==> src/rtl/pc060ha_mailbox_file.sv <==
// pc060ha_mailbox_file
//   Nibble-wide mailbox array between the master (68000) and slave (Z80)
//   ports of the PC060HA. Each side's asynchronous strobes are synchronised
//   and edge-detected. The page is latched at cycle start, and writes and
//   read side effects commit at cycle end.
// Ports
//   CLK, RESET                 clock, synchronous active-high reset
//   M_nCS/M_nRD/M_nWR          master strobes, active low, async
//   M_PAGE[2:0], M_DIN[3:0]    master page register value / write data
//   M_DOUT[3:0]                master read data (registered)
//   S_nCS/S_nRD/S_nWR          slave strobes, active low, async
//   S_PAGE[2:0], S_DIN[3:0]    slave page register value / write data
//   S_DOUT[3:0]                slave read data (registered)
//   S_NMI                      slave NMI request, level, registered
//   S_RESET_OUT                slave CPU reset request, registered

// Per-side strobe synchroniser, edge detector and page/data latches.
module pc060ha_mailbox_port #(
  parameter int unsigned SYNC_STAGES = 2
) (
  input  logic       clk,
  input  logic       reset,
  input  logic       n_cs,
  input  logic       n_rd,
  input  logic       n_wr,
  input  logic [2:0] page,
  input  logic [3:0] din,
  output logic       rd_on_c,
  output logic       rd_end_c,
  output logic       wr_end_c,
  output logic [2:0] page_sel_c,
  output logic [2:0] page_l,
  output logic [3:0] din_l
);
  localparam int unsigned CW = $clog2(SYNC_STAGES + 1);

  logic [SYNC_STAGES-1:0] rd_sync;
  logic [SYNC_STAGES-1:0] wr_sync;
  logic                   rd_s;
  logic                   wr_s;
  logic                   rd_eff;
  logic                   rd_q;
  logic                   wr_q;
  logic                   armed;
  logic [CW-1:0]          fill;
  logic                   start_c;

  assign rd_s   = rd_sync[SYNC_STAGES-1];
  assign wr_s   = wr_sync[SYNC_STAGES-1];
  // A simultaneous write wins; the read is ignored.
  assign rd_eff = rd_s & ~wr_s;

  assign start_c    = armed & ((rd_eff & ~rd_q) | (wr_s & ~wr_q));
  assign rd_on_c    = armed & rd_eff;
  assign rd_end_c   = armed & rd_q & ~rd_s & ~wr_s;
  assign wr_end_c   = armed & wr_q & ~wr_s;
  // Use the live page on the start cycle so DOUT is valid one clock later.
  assign page_sel_c = start_c ? page : page_l;

  always_ff @(posedge clk) begin
    if (reset) begin
      rd_sync <= '0;
      wr_sync <= '0;
      rd_q    <= 1'b0;
      wr_q    <= 1'b0;
      armed   <= 1'b0;
      fill    <= '0;
      page_l  <= 3'd0;
      din_l   <= 4'd0;
    end else begin
      rd_sync <= {rd_sync[SYNC_STAGES-2:0], ~n_cs & ~n_rd};
      wr_sync <= {wr_sync[SYNC_STAGES-2:0], ~n_cs & ~n_wr};
      rd_q    <= rd_eff;
      wr_q    <= wr_s;
      // Arm only once the chain holds real samples and both strobes are idle,
      // so a strobe held across reset release never produces an end event.
      if (fill != CW'(SYNC_STAGES)) begin
        fill <= fill + CW'(1);
      end else if (!rd_s && !wr_s) begin
        armed <= 1'b1;
      end
      if (start_c) page_l <= page;
      if (wr_s)    din_l  <= din;
    end
  end
endmodule

// Mailbox registers, full flags, NMI and slave reset control.
module pc060ha_mailbox_file #(
  parameter int unsigned SYNC_STAGES = 2
) (
  input  logic       CLK,
  input  logic       RESET,
  input  logic       M_nCS,
  input  logic       M_nRD,
  input  logic       M_nWR,
  input  logic [2:0] M_PAGE,
  input  logic [3:0] M_DIN,
  output logic [3:0] M_DOUT,
  input  logic       S_nCS,
  input  logic       S_nRD,
  input  logic       S_nWR,
  input  logic [2:0] S_PAGE,
  input  logic [3:0] S_DIN,
  output logic [3:0] S_DOUT,
  output logic       S_NMI,
  output logic       S_RESET_OUT
);
  logic       m_rd_on, m_rd_end, m_wr_end;
  logic       s_rd_on, s_rd_end, s_wr_end;
  logic [2:0] m_sel, m_page_l, s_sel, s_page_l;
  logic [3:0] m_din_l, s_din_l;

  logic [3:0][3:0] m2s;
  logic [3:0][3:0] s2m;
  logic [1:0]      m2s_full, s2m_full;
  logic [1:0]      m2s_full_nxt, s2m_full_nxt;
  logic [1:0]      m2s_set, m2s_clr, s2m_set, s2m_clr;
  logic            nmi_en;
  logic [3:0]      m_mux, s_mux;

  pc060ha_mailbox_port #(.SYNC_STAGES(SYNC_STAGES)) u_master (
    .clk        (CLK),
    .reset      (RESET),
    .n_cs       (M_nCS),
    .n_rd       (M_nRD),
    .n_wr       (M_nWR),
    .page       (M_PAGE),
    .din        (M_DIN),
    .rd_on_c    (m_rd_on),
    .rd_end_c   (m_rd_end),
    .wr_end_c   (m_wr_end),
    .page_sel_c (m_sel),
    .page_l     (m_page_l),
    .din_l      (m_din_l)
  );

  pc060ha_mailbox_port #(.SYNC_STAGES(SYNC_STAGES)) u_slave (
    .clk        (CLK),
    .reset      (RESET),
    .n_cs       (S_nCS),
    .n_rd       (S_nRD),
    .n_wr       (S_nWR),
    .page       (S_PAGE),
    .din        (S_DIN),
    .rd_on_c    (s_rd_on),
    .rd_end_c   (s_rd_end),
    .wr_end_c   (s_wr_end),
    .page_sel_c (s_sel),
    .page_l     (s_page_l),
    .din_l      (s_din_l)
  );

  // Read data muxes.
  always_comb begin
    m_mux = 4'hF;
    s_mux = 4'hF;
    case (m_sel)
      3'd0, 3'd1, 3'd2, 3'd3: m_mux = s2m[m_sel[1:0]];
      3'd4:                   m_mux = {m2s_full, s2m_full};
      default:                m_mux = 4'hF;
    endcase
    case (s_sel)
      3'd0, 3'd1, 3'd2, 3'd3: s_mux = m2s[s_sel[1:0]];
      3'd4:                   s_mux = {s2m_full, m2s_full};
      default:                s_mux = 4'hF;
    endcase
  end

  // Full flags: writer's end sets, reader's end clears; set wins.
  always_comb begin
    m2s_set      = {m_wr_end && (m_page_l == 3'd3), m_wr_end && (m_page_l == 3'd1)};
    m2s_clr      = {s_rd_end && (s_page_l == 3'd3), s_rd_end && (s_page_l == 3'd1)};
    s2m_set      = {s_wr_end && (s_page_l == 3'd3), s_wr_end && (s_page_l == 3'd1)};
    s2m_clr      = {m_rd_end && (m_page_l == 3'd3), m_rd_end && (m_page_l == 3'd1)};
    m2s_full_nxt = (m2s_full & ~m2s_clr) | m2s_set;
    s2m_full_nxt = (s2m_full & ~s2m_clr) | s2m_set;
  end

  always_ff @(posedge CLK) begin
    if (RESET) begin
      m2s         <= '0;
      s2m         <= '0;
      m2s_full    <= 2'b00;
      s2m_full    <= 2'b00;
      nmi_en      <= 1'b0;
      S_NMI       <= 1'b0;
      S_RESET_OUT <= 1'b0;
      M_DOUT      <= 4'd0;
      S_DOUT      <= 4'd0;
    end else begin
      if (m_wr_end && !m_page_l[2]) m2s[m_page_l[1:0]] <= m_din_l;
      if (s_wr_end && !s_page_l[2]) s2m[s_page_l[1:0]] <= s_din_l;
      if (m_wr_end && (m_page_l == 3'd4)) S_RESET_OUT <= m_din_l[0];
      if (s_wr_end && (s_page_l == 3'd5)) nmi_en <= 1'b0;
      if (s_wr_end && (s_page_l == 3'd6)) nmi_en <= 1'b1;
      m2s_full <= m2s_full_nxt;
      s2m_full <= s2m_full_nxt;
      // Registered from current flag/enable state: one clock behind a change.
      S_NMI    <= nmi_en & (m2s_full[0] | m2s_full[1]);
      if (m_rd_on) M_DOUT <= m_mux;
      if (s_rd_on) S_DOUT <= s_mux;
    end
  end
endmodule

==> config.mk <==
export PLATFORM = sky130hd
export DESIGN_NAME = pc060ha_mailbox_file
export DESIGN_NICKNAME = d
export VERILOG_FILES = /design/src/rtl/pc060ha_mailbox_file.sv
export SDC_FILE = /design/constraint.sdc
export NUM_CORES = 1
export LEC_CHECK = 0
export ABC_AREA = 0
export CORE_ASPECT_RATIO = 1.1
export CORE_MARGIN = 2
export CORE_UTILIZATION = 57
export CTS_CLUSTER_DIAMETER = 200
export DETAILED_ROUTE_END_ITERATION = 6
export GPL_TIMING_DRIVEN = 0
export PLACE_DENSITY = 0.86
export SYNTH_ARGS = -nofsm -noshare
export SYNTH_HDL_FRONTEND = slang
export SYNTH_HIERARCHICAL = 1
export SYNTH_SLANG_ARGS = --single-unit
==> constraint.sdc <==
create_clock -name CLK -period 2.37 [get_ports CLK]
set_clock_uncertainty 0.05 [all_clocks]
set_input_delay 0.711 -clock CLK [delete_from_list [all_inputs] [get_ports CLK]]
set_output_delay 0.711 -clock CLK [all_outputs]
set_load 0.03 [all_outputs]
# ---- Word level (Yosys, flattened, before mapping)
# Cells that the tools add are included.
dict set report op_classes {
  n_reduce_logical 30
  n_eq_ne 17
  n_bitwise 50
  order_cmp 6
  muxes 16
  add_sub_neg 2
}
# cell n
set op_table {}
lappend op_table {{$bwmux 16} 2}
lappend op_table {{$and 1x1->1} 25}
lappend op_table {{$eq 3x2->1 const B} 6}
lappend op_table {{$logic_and 1x1->1} 17}
lappend op_table {{$bmux 4 s2} 2}
lappend op_table {{$demux 4 s2} 2}
lappend op_table {{$mux 4} 4}
lappend op_table {{$not 1->1} 16}
lappend op_table {{$pmux 4 s2} 2}
lappend op_table {{$eq 3x3->1 const B} 5}
lappend op_table {{$eq 3x1->1 const B} 4}
lappend op_table {{$lt 2x3->1 const B} 4}
lappend op_table {{$reduce_or 4->1} 2}
lappend op_table {{$logic_not 1->1} 6}
lappend op_table {{$logic_not 3->1} 2}
lappend op_table {{$mux 3} 2}
lappend op_table {{$add 2x1->2 const B} 2}
lappend op_table {{$and 2x2->2} 2}
lappend op_table {{$ge 2x1->1 const B} 2}
lappend op_table {{$ne 2x2->1 const B} 2}
lappend op_table {{$not 2->2} 2}
lappend op_table {{$or 2x2->2} 2}
lappend op_table {{$reduce_and 2->1} 2}
lappend op_table {{$or 1x1->1} 3}
lappend op_table {{2 further kinds} 3}
dict set report totals {
  out_inout_bits 10
  in_bits 22
  regBits 79
  wordCells 152
}

# ---- Logic depth before layout (Yosys ltp)
dict set report logic_depth {
  ltp_word 9
  depth_mapped 8
  mapped_depth_nobuf 7
}

# ---- By module
# The synthesis kept the hierarchy.
# module cells_per_inst instances area_per_inst_um2
set modules_own_cells {}
lappend modules_own_cells {pc060ha_mailbox_file 221 1 2167.1}
lappend modules_own_cells {pc060ha_mailbox_port 61 2 653.1}

# ---- Worst setup path after synthesis
# OpenSTA, ideal clock, no wires.
dict set report synth_timing {
  path_kind {flip-flop to flip-flop}
  from {reg u_master.armed}
  to {reg M_DOUT[0]}
  period_less_slack_ns 1.896
  t_arrival_ns 1.711
  path_stages_with_launch 8
  setup_slack_ns 0.474
  path_buffers 1
  path_cell_list {dfxtp_1 nand2_1 o21ai_4 mux2_4 clkbuf_2 mux4_2 nor2_1 nor4_1}
}
dict set report synth_between {
  elab_chain_cells 5
  elab_cells_between_ends 12
  classes_between {eq/ne: 4; mux: 4; bitwise: 2; reduce/logical: 2}
}
# item line
set synth_lines {}
lappend synth_lines {{start, declared} 44} ;# logic armed;
lappend synth_lines {{start signal, assigned} 66} ;# armed <= 1'b0;
lappend synth_lines {{start signal, assigned} 80} ;# armed <= 1'b1;
lappend synth_lines {{$and 1x1->1 *} 53} ;# assign start_c = armed & ((rd_eff & ~rd_q) | (wr_s & ~wr_q));
lappend synth_lines {{$mux 3 *} 58} ;# assign page_sel_c = start_c ? page : page_l;
lappend synth_lines {{net m_sel[0]} 111} ;# logic [2:0] m_sel, m_page_l, s_sel, s_page_l;
lappend synth_lines {{$eq 3x1->1 (tied with other cells)} 158} ;# case (m_sel)
lappend synth_lines {{$reduce_or 4->1 / $mux 4 (equally long branches)} {158, 159}}
lappend synth_lines {{$pmux 4 s2 *} 158}
lappend synth_lines {{end signal, assigned} 201} ;# if (m_rd_on) M_DOUT <= m_mux;
lappend synth_lines {{end, declared} 99} ;# output logic [3:0] M_DOUT,
# Mark *: on every way through the listed nets, which the timed path passes. The rest lies on a longest branch. The select of a mux whose other input is x is not followed.
# A chain may end at the register's enable or synchronous reset.

# ---- Worst setup path in the final report
dict set report layout_timing {
  from {reg M_DOUT[3]}
  to {out M_DOUT[3]}
}
# No word-level cell between the ends.

==> flow_summary.json <==
{
  "antenna_found_initial": 0,
  "start_kind": "register",
  "synth_area_sq_mm": 0.00347,
  "cp_cell_sequence": "clkdlybuf4s50_1",
  "fmax_ghz": 0.455,
  "p_leak_nw": 1.51,
  "post-route-period-util_pct": 92.7,
  "post_cts_buffers": 0,
  "ioPinCount": 32,
  "final_core_util_pct": 70.4,
  "routed_wl_microns": 7140,
  "switchingPower_w": 0.000660,
  "yosysWarnings": 6,
  "cp_max_fo": 3,
  "cts_sinks": 79,
  "start_util_pct": 59.5,
  "ys_ff_latch": 79,
  "diodes": 0,
  "min_path_type": "register to register",
  "clkTransAtPathRegs_ns": 0.08,
  "grt_overflow": 0,
  "synth-seq-area-share_pct": 45.5,
  "async_flop_share_pct": 0,
  "synthFlopType": "dfxtp_1",
  "crit_buf_inv": 1,
  "hold_viol_final": 0,
  "cts_buffers": 9,
  "p_clk_share_pct": 41.1,
  "dp_hpwl_microns": 5180,
  "layout_min_cycle_time_ns": 2.20,
  "tightest_slew_ns": 0.587,
  "grt_pass1_wl_microns": 11700,
  "rows": 29,
  "postCtsHoldBufs": 0,
  "dr.pass1.iters": 4,
  "rsz0062_at_grt": "false",
  "slew_viol_final": 0,
  "port_buffers": 30,
  "synth_edf_count": 0,
  "dr_total_vias": 2591,
  "routabilityCongestion": 0.830,
  "power_density_mw_per_mm2": 715,
  "critPathTopFamily": "buffers and inverters",
  "drtIter0Drc": 91,
  "wl_per_cell_microns": 15.4,
  "dieWidth_microns": 78.4,
  "root_buffer": "clkbuf_8",
  "drv_cap": 0,
  "critical-path-max-stage-delay_ns": 0.70,
  "relSlewSlack_pct": 60.8,
  "setup_violations": 0,
  "cp-end-kind": "primary output",
  "rr_worst_depth": 7,
  "crit_path_end": "M_DOUT[3]",
  "critPathKind": "register to primary output",
  "cts_tree": "built",
  "comb_power_share_pct": 10.2,
  "drc_errors": 0,
  "nets": 408,
  "crit_required_ns": 1.61,
  "via_per_inst": 5.57,
  "p_int_w": 0.00228,
  "crit_slowest_cell": "clkdlybuf4s50_1",
  "outcome": "completed",
  "arrival_ns": 1.44,
  "dpl-instance-area_sq_mm": 0.00387,
  "r2r_start": "u_slave/armed",
  "ys_types": 39,
  "die_h_microns": 85.9,
  "r2r_end": "S_DOUT[3]",
  "crit_start": "M_DOUT[3]",
  "syn_avg_cell_area_sq_um": 10.1,
  "cts_resized": 0,
  "insertion_delay_ns": 0.35,
  "track_usage_pct": 22.5,
  "area_growth_pct": 18.5,
  "design_area_sq_mm": 0.00412,
  "grt_max_degree": 13,
  "syn_nets": 367,
  "h-tree-depth": 3,
  "drive_gt1_share_pct": 12.4,
  "cts_buffer_depth": 2,
  "sw_frac_of_total_pct": 22.4,
  "coreArea_sq_mm": 0.00584,
  "synth_cells": 343,
  "reg2reg_slack_ns": 0.22,
  "ir_drop_v": 0.000484,
  "path_depth": 1,
  "dieArea_sq_mm": 0.00673,
  "grt_pass1_vias": 2495,
  "detail-route-antenna-nets": 0,
  "tns_ns": 0,
  "seqPwrFrac_pct": 48.7
}
## cell type report
class | count | area (sq um)
multi-input combinational | 241 | 1780
fill | 427 | 1730
sequential | 79 | 1580
timing repair buffer | 30 | 300
clock buffer | 12 | 155
buffer | 20 | 96.3
tap | 77 | 96.3
clock inverter | 3 | 90.1
inverter | 3 | 11.3
## flip-flops by register name (all words and copies together) (netlist names), 3 cells and up
signal           cells
u_master/page_l      3
m2s                 16
S_DOUT               4
u_master/din_l       4
u_slave/page_l       3
u_slave/din_l        4
M_DOUT               4
s2m                 16
## cells by family after synthesis
family                     Yosys count  share of synthesized area (%)
buffers and inverters               23                           3.10
and+or+nand+nor                    144                           23.7
AOI/OAI and AO/OA                   32                           7.17
xor gates and xnor gates             2                          0.504
adders and majority gates            2                          0.720
DFF                                 79                           45.5
muxes                               61                           19.2
## how the worst min path moves through the flow
stage | from | endpoint | slack [ns] | depth (start not counted)
6_report | u_slave/wr_sync[0] | u_slave/wr_sync[1] | 0.40 | 1
5_1_grt | u_slave/wr_sync[0] | u_slave/wr_sync[1] | 0.41 | 1
4_1_cts | u_slave/wr_sync[0] | u_slave/wr_sync[1] | 0.40 | 1
3_5_place_dp | u_slave/wr_sync[0] | u_slave/wr_sync[1] | 0.38 | 1
3_3_place_gp | u_slave/wr_sync[0] | u_slave/wr_sync[1] | 0.37 | 1
2_1_floorplan | u_master/rd_sync[0] | u_master/rd_sync[1] | 0.36 | 1
## layer usage
layer	vias to the layer above	track usage, %	part of all wire, %
met5	-	0	0
met4	0	7.18	0.84
met3	8	5.68	3.5
met2	44	38.5	51
met1	1260	28.0	44
li1	1279	-	-
## stage by stage
step / setup WS [ns] / hold slack, ns / total power [W] / instances
detailed placement: -0.0980 / 0.376 / 0.00176 / 450
floorplan: 0.474 / 0.364 / 0.00166 / 343
global route: 0.0608 / 0.414 / 0.00305 / 465
CTS: 0.172 / 0.396 / 0.00296 / 465
global placement: -0.0573 / 0.366 / 0.00174 / 450
finish: 0.172 / 0.399 / 0.00294 / 465
## cell usage in the layout, fill, tap and decap left out, types with 5 or more instances in the layout
cell type | synthesis | layout
nand2b_1 | 16 | 16
clkbuf_8 | 0 | 11
mux2i_1 | 51 | 51
a21oi_1 | 11 | 11
nor3b_1 | 5 | 5
dfxtp_1 | 79 | 79
mux2_4 | 6 | 6
clkbuf_1 | 5 | 6
nand2_1 | 8 | 8
clkdlybuf4s50_1 | 0 | 30
buf_2 | 10 | 10
nor2b_1 | 7 | 7
nor2_1 | 76 | 76
## synthesized netlist by cell type, types with 2 or more instances
master	instances	share of area, %
buf_1	3	0.32
and3b_1	4	1.0
mux4_2	2	1.3
nor3_4	2	0.94
a211oi_2	2	0.72
a31oi_1	3	0.54
o21ai_4	2	0.94
o32a_1	4	1.2
mux2_4	6	2.6
nor2_1	76	8.2
xor2_1	2	0.50
nor2b_1	7	1.3
mux2_2	2	0.65
nor3b_4	4	2.2
nand4bb_1	4	1.3
ha_1	2	0.72
nand2_1	8	0.86
nand2b_4	2	0.79
nand4b_1	4	1.0
inv_1	3	0.32
a221oi_1	2	0.50
buf_2	10	1.4
a211oi_1	2	0.43
nand2b_1	16	2.9
clkbuf_1	5	0.54
nor4bb_1	2	0.58
nor3b_1	5	1.1
nor3_1	4	0.58
mux2i_1	51	15
a21oi_1	11	1.6
dfxtp_1	79	46
nand3_1	2	0.29
o21ai_0	2	0.29
o22a_1	4	1.0
nor4_1	2	0.36
## power groups by stage
stage | clock network, W | logic [W] | registers (W)
floorplan | 0 | 0.000211 | 0.00145
global placement | 0 | 0.000279 | 0.00146
detailed placement | 0 | 0.000295 | 0.00146
CTS | 0.00122 | 0.000303 | 0.00143
global route | 0.00127 | 0.000333 | 0.00144
finish | 0.00121 | 0.000300 | 0.00143
No activity file was read; power rests on OpenSTA's default activity.
